===== src/rtl/bus_req_queue_if.sv =====
// Bus request queue handshake bundle: agent requests, arbitration grants,
// releases, and the queue/ownership status returned to the bus.
// The release vector is named rel because release is a reserved word.
interface bus_req_queue_if;
    logic [8:0] req;
    logic [8:0] grant;
    logic [8:0] rel;
    logic [3:0] sender;
    logic       req_ready;
    logic       owner_valid;
    logic [3:0] owner;
    logic [8:0] pending;
    logic [3:0] count;
    logic       proto_err;

    // Agents and the arbitration unit drive requests, grants and releases.
    modport master (
        output req, grant, rel,
        input  sender, req_ready, owner_valid, owner, pending, count, proto_err
    );

    // The queue consumes them and reports its state.
    modport slave (
        input  req, grant, rel,
        output sender, req_ready, owner_valid, owner, pending, count, proto_err
    );
endinterface


===== src/rtl/bus_req_queue.sv =====
// Bus request queue: nine agents (IDs 0..8, vector bit 8-ID) move through
// IDLE -> WAIT -> QUEUED -> OWNER. WAIT agents enter a 16-entry FIFO one per
// cycle (lowest ID first); the head is offered to the arbiter while the bus
// is free, and a matching grant hands the bus to it until it releases.
module bus_req_queue (
    input  logic       clk,
    input  logic       clr,
    bus_req_queue_if.slave bus
);
    localparam int N = 9;

    typedef enum logic [1:0] {IDLE, WAIT, QUEUED, OWNER} agent_state_t;

    agent_state_t state     [N];
    agent_state_t state_nxt [N];

    logic [3:0] fifo_mem [16];
    logic [3:0] wr_ptr;
    logic [3:0] rd_ptr;
    logic [3:0] count;

    logic [3:0] owner, owner_nxt;
    logic       owner_valid, owner_valid_nxt;
    logic       proto_err, proto_err_nxt;

    logic       push;
    logic [3:0] push_id;
    logic       pop;
    logic [3:0] sender;
    logic [8:0] sender_mask;
    logic [8:0] owner_mask;
    logic       req_ready;
    logic       grant_err;
    logic       release_hit;

    assign sender      = (count != 4'd0) ? fifo_mem[rd_ptr] : 4'h0;
    assign req_ready   = (count != 4'd0) && !owner_valid;
    assign sender_mask = 9'h100 >> sender;
    assign owner_mask  = 9'h100 >> owner;

    // A grant is only valid when it is exactly the head agent's bit while the
    // bus is free; anything else is a protocol error with no grant effect.
    assign pop         = req_ready && (bus.grant == sender_mask);
    assign grant_err   = (|bus.grant) && !pop;
    assign release_hit = owner_valid && |(bus.rel & owner_mask);

    // Pick the lowest-ID agent currently waiting for a FIFO slot.
    always_comb begin
        push    = 1'b0;
        push_id = 4'h0;
        for (int k = N - 1; k >= 0; k--) begin
            if (state[k] == WAIT) begin
                push    = 1'b1;
                push_id = 4'(k);
            end
        end
    end

    // Next agent states, owner and error flag; the push, pop and release
    // targets are in WAIT, QUEUED and OWNER respectively, so never collide.
    always_comb begin
        // NOTE: every output gets a default first so no path leaves a latch.
        owner_nxt       = owner;
        owner_valid_nxt = owner_valid;
        proto_err_nxt   = proto_err | grant_err;
        for (int k = 0; k < N; k++) begin
            state_nxt[k] = state[k];
            if (state[k] == IDLE && bus.req[N - 1 - k])
                state_nxt[k] = WAIT;
        end
        if (push)
            state_nxt[push_id] = QUEUED;
        if (pop) begin
            state_nxt[sender] = OWNER;
            owner_nxt         = sender;
            owner_valid_nxt   = 1'b1;
        end
        if (release_hit) begin
            state_nxt[owner] = IDLE;
            owner_nxt        = 4'h0;
            owner_valid_nxt  = 1'b0;
        end
    end

    // Register agent states, ownership and the sticky error flag.
    always_ff @(posedge clk) begin
        // NOTE: sequential state uses non-blocking assignments only.
        if (!clr) begin
            for (int k = 0; k < N; k++) state[k] <= IDLE;
            owner       <= 4'h0;
            owner_valid <= 1'b0;
            proto_err   <= 1'b0;
        end else begin
            for (int k = 0; k < N; k++) state[k] <= state_nxt[k];
            owner       <= owner_nxt;
            owner_valid <= owner_valid_nxt;
            proto_err   <= proto_err_nxt;
        end
    end

    // Write pushed IDs into the FIFO storage.
    always_ff @(posedge clk) begin
        // NOTE: storage is not reset; count gates every read, so stale
        // entries are never observed.
        if (clr && push)
            fifo_mem[wr_ptr] <= push_id;
    end

    // Advance pointers (natural 4-bit wrap) and track occupancy.
    always_ff @(posedge clk) begin
        if (!clr) begin
            wr_ptr <= 4'h0;
            rd_ptr <= 4'h0;
            count  <= 4'h0;
        end else begin
            if (push) wr_ptr <= wr_ptr + 4'd1;
            if (pop)  rd_ptr <= rd_ptr + 4'd1;
            unique case ({push, pop})
                2'b10:   count <= count + 4'd1;
                2'b01:   count <= count - 4'd1;
                default: count <= count;
            endcase
        end
    end

    // Per-agent busy flags in bus bit order.
    always_comb begin
        bus.pending = '0;
        for (int k = 0; k < N; k++)
            bus.pending[N - 1 - k] = (state[k] != IDLE);
    end

    assign bus.sender      = sender;
    assign bus.req_ready   = req_ready;
    assign bus.owner_valid = owner_valid;
    assign bus.owner       = owner;
    assign bus.count       = count;
    assign bus.proto_err   = proto_err;
endmodule


===== src/flat_wrapper.sv =====
// flat-port wrapper written by rule: the top's interface ports become plain ports
module bus_req_queue_flat 
  (clk, clr, bus_req, bus_grant, bus_rel, bus_sender, bus_req_ready, bus_owner_valid, bus_owner, bus_pending, bus_count, bus_proto_err);
  bus_req_queue_if bus_i ();
  input  logic clk;
  input  logic clr;
  input wire logic [$bits(bus_i.req)-1:0] bus_req;
  input wire logic [$bits(bus_i.grant)-1:0] bus_grant;
  input wire logic [$bits(bus_i.rel)-1:0] bus_rel;
  output wire logic [$bits(bus_i.sender)-1:0] bus_sender;
  output wire logic [$bits(bus_i.req_ready)-1:0] bus_req_ready;
  output wire logic [$bits(bus_i.owner_valid)-1:0] bus_owner_valid;
  output wire logic [$bits(bus_i.owner)-1:0] bus_owner;
  output wire logic [$bits(bus_i.pending)-1:0] bus_pending;
  output wire logic [$bits(bus_i.count)-1:0] bus_count;
  output wire logic [$bits(bus_i.proto_err)-1:0] bus_proto_err;
  assign bus_i.req = bus_req;
  assign bus_i.grant = bus_grant;
  assign bus_i.rel = bus_rel;
  assign bus_sender = bus_i.sender;
  assign bus_req_ready = bus_i.req_ready;
  assign bus_owner_valid = bus_i.owner_valid;
  assign bus_owner = bus_i.owner;
  assign bus_pending = bus_i.pending;
  assign bus_count = bus_i.count;
  assign bus_proto_err = bus_i.proto_err;
  bus_req_queue u_core (.clk(clk), .clr(clr), .bus(bus_i));
endmodule

===== config.mk =====
export PLATFORM = sky130hd
export DESIGN_NAME = bus_req_queue_flat
export DESIGN_NICKNAME = d
export VERILOG_FILES = /design/src/rtl/bus_req_queue_if.sv /design/src/rtl/bus_req_queue.sv /design/src/flat_wrapper.sv
export SDC_FILE = /design/constraint.sdc
export NUM_CORES = 1
export LEC_CHECK = 0
export BUFFER_PORTS_ARGS = -buffer_cell sky130_fd_sc_hd__buf_2
export CORE_MARGIN = 3
export CORE_UTILIZATION = 53
export DETAILED_ROUTE_END_ITERATION = 8
export PLACE_DENSITY_LB_ADDON = 0.25
export SYNTH_ARGS = -nofsm -noshare
export SYNTH_HDL_FRONTEND = slang
export SYNTH_SLANG_ARGS = --single-unit

===== constraint.sdc =====
create_clock -name clk -period 3.6 [get_ports clk]
set_input_delay 0.72 -clock clk [delete_from_list [all_inputs] [get_ports clk]]
set_output_delay 0.72 -clock clk [all_outputs]
set_load 0.02 [all_outputs]

==> flow_summary.ini <==
[run_status]
status = complete, but fails checks
violations = negative setup slack

[sta]
layout_setup_ws_ps = -49.5
fin_crit_ps = 3650
setup-tns-final_ps = -96.6
finalCritPeriodShare = 1.01
slew-limit-headroom = 0.350
hold_viol_final = 0
fin_skew_ps = 10.8
slew_viol_final = 0
timing.fmax_mhz = 274
setup_viol = 2
hold_ws_ps = 486
worst_slew_pin_slew_ps = 972
rsz0062_at_grt = true

[hold_path]
min_path_type = reg -> reg

[synth]
synth-seq-cells = 104
syn-num-nets = 511
ys.flop_type = edfxtp_1
synth_top_area_share = 0.374
ys_top_cells_by_area = edfxtp_1 (37%), dfxtp_1 (16%), mux2i_1 (5.8%)
yosysMostFrequentCell = edfxtp_1
synth-seq-area-share = 0.530
synthCells = 474
yosys.area.top_type = edfxtp_1
synth_warnings = 0
synth_area_sq_um = 5140
ys_types = 67
avgSynthCellArea_sq_um = 10.8
synth_edf_count = 64
synthArstFlopShare = 0
ys_top_cells_by_count = edfxtp_1 (64), nor2_1 (50), dfxtp_1 (40), nand2_1 (40), mux2i_1 (30)

[floorplanning]
die-area_sq_um = 10900
die_w_um = 104
num_io_pins = 53
num_rows = 35
die_h_um = 104
fp.coreArea_sq_um = 9330
initial_core_util = 0.551

[placement]
dpl_cell_area_sq_um = 5720
dpl.hpwl_mm = 8.53
routabilityCongestion = 0.887
numPortBuffers = 52
placed_cells = 666
pre_cts_slack_ps = -131

[global_route]
grt_max_degree = 20
grt_pass1_wl_mm = 18.3
grt_pass1_vias = 3692
gr-usage-all-layers = 0.212
grt.overflow.total = 0
antenna_found_initial = 0

[final_layout]
final_area_sq_um = 5960
syn_to_final_growth_pct = 16.0
final_nets = 590
antenna_cells = 0
nFillCells = 747
final_core_util = 0.639
drive_above_1_share = 0.267
instances_no_fill = 687

[power]
p_per_area_nw_per_um2 = 628
p_sw_frac = 0.376
ir_drop_mv = 0.332
pwr-share-seq = 0.436
pwr-share-clk = 0.183
total_power_mw = 3.74
intPower_mw = 2.34
combPwrFrac = 0.381
p_leak_nw = 2.23
power_switching_mw = 1.41

[clock_tree]
clock-sinks = 104
htreeDepth = 3
cts_tree = built
clk_path_buf_depth = 2
clkLatencyLatePin_ps = 370
cts_buffers = 9
cts_hold_buf = 0
path_clk_slew_ps = 110
clock-root-buffer = clkbuf_8

[worst_setup_path]
cp_max_fo = 5
required_ps = 3910
critPathKind = reg -> reg
endpoint_kind = register
cp-start-kind = register
critPathArrivalTime_ps = 3960

[route]
wl_per_cell_um = 16.5
postRouteAntennaNets = 0
drc = 0
routed_wl_mm = 11.3
first_pass_iters = 5
drtIter0Drc = 305
routed_via_density = 5.69
vias = 3907

[job]
maxCapViolations = 0
-- flip-flops by register name, indices dropped and copies added, names as in the netlist, named ones only --
signal                  count
u_core.bus.count            4
u_core.bus.owner            4
u_core.bus.owner_valid      1
u_core.bus.proto_err        1
u_core.fifo_mem            64
u_core.rd_ptr               4
u_core.state               18
u_core.wr_ptr               4
-- cells in the final DEF, fill, tap and decap left out, drive strengths merged, types with 3 or more instances in the layout --
cell type   n
buf        90
mux4        7
o21ai      28
mux2i      30
a31oi       4
nand3b      3
xor2        5
nor2       50
nand3      20
and2        6
o22ai       3
or3         4
nor4        3
nand2      40
nand4       9
a21oi      28
edfxtp     64
dfxtp      40
ha          8
nand4b      3
a22oi       7
or2         7
clkbuf      9
nand2b     11
a21boi      5
nor2b      10
nor3        6
inv        25
-- final timing paths --
| path | from | end | slack, ps | depth (start not counted) |
|---|---|---|---|---|
| hold reg to reg | u_core.bus.proto_err | u_core.bus.proto_err | 490 | 2 |
| setup reg to reg | register | u_core.bus.count[3] | -50 | 15 |
| setup / recovery | register | u_core.bus.count[3] | -50 | 15 |
| hold / removal | u_core.bus.proto_err | u_core.bus.proto_err | 490 | 2 |
-- power by group through the flow --
stage / registers, mW / logic, mW / clock network [mW]
after floorplan: 1.64 / 0.900 / 0
after global placement: 1.65 / 1.34 / 0
after detailed placement: 1.66 / 1.38 / 0
after CTS: 1.63 / 1.40 / 0.694
after global routing: 1.66 / 1.56 / 0.742
final: 1.63 / 1.43 / 0.684
-- kinds of logic after synthesis --
kind of cell    after synthesis  synth area share
xor+xnor                      7            0.0119
flops                       104             0.530
fa+ha+maj                     8            0.0195
mux                          39            0.0956
buf+inv                      43            0.0399
compound gates               96             0.126
simple gates                177             0.177
-- layer usage --
| layer | track usage | up-vias | share of wire |
|---|---|---|---|
| met5 | 0 | - | 0 |
| li1 | - | 1888 | - |
| met2 | 0.367 | 124 | 0.51 |
| met3 | 0.0348 | 26 | 0.055 |
| met4 | 0.0750 | 0 | 0.022 |
| met1 | 0.267 | 1869 | 0.41 |
-- critical path: stages, from the launching register on --
cell      delay (ps)
dfxtp_4          410
mux4_2           540
mux4_2           520
and2_4           170
a21boi_4         140
and2_4           170
o311ai_4         260
nand4_4          160
inv_4            100
ha_4             160
nand2_1           60
mux2_2           280
o22ai_1          120
o21ai_1           80
or3_1            310
a21oi_1          120
-- timing repair --
action                                  in CTS  in global routing
pin swaps                                    7                  2
buffers inserted                             4                  0
endpoints found under the setup margin       2                  3
gates resized for setup                      3                  5
-- final cells by class --
type	instances	area (sq um)	area share
inverters	21	81.3	0.0136
clock inverters	7	61.3	0.0103
multi-input cells	327	2260	0.379
flip-flops and latches	104	2730	0.457
clock buffers	9	124	0.0208
well taps	129	161	0.0271
repair buffers	90	549	0.0921
Power figures use the tool's default switching activity.
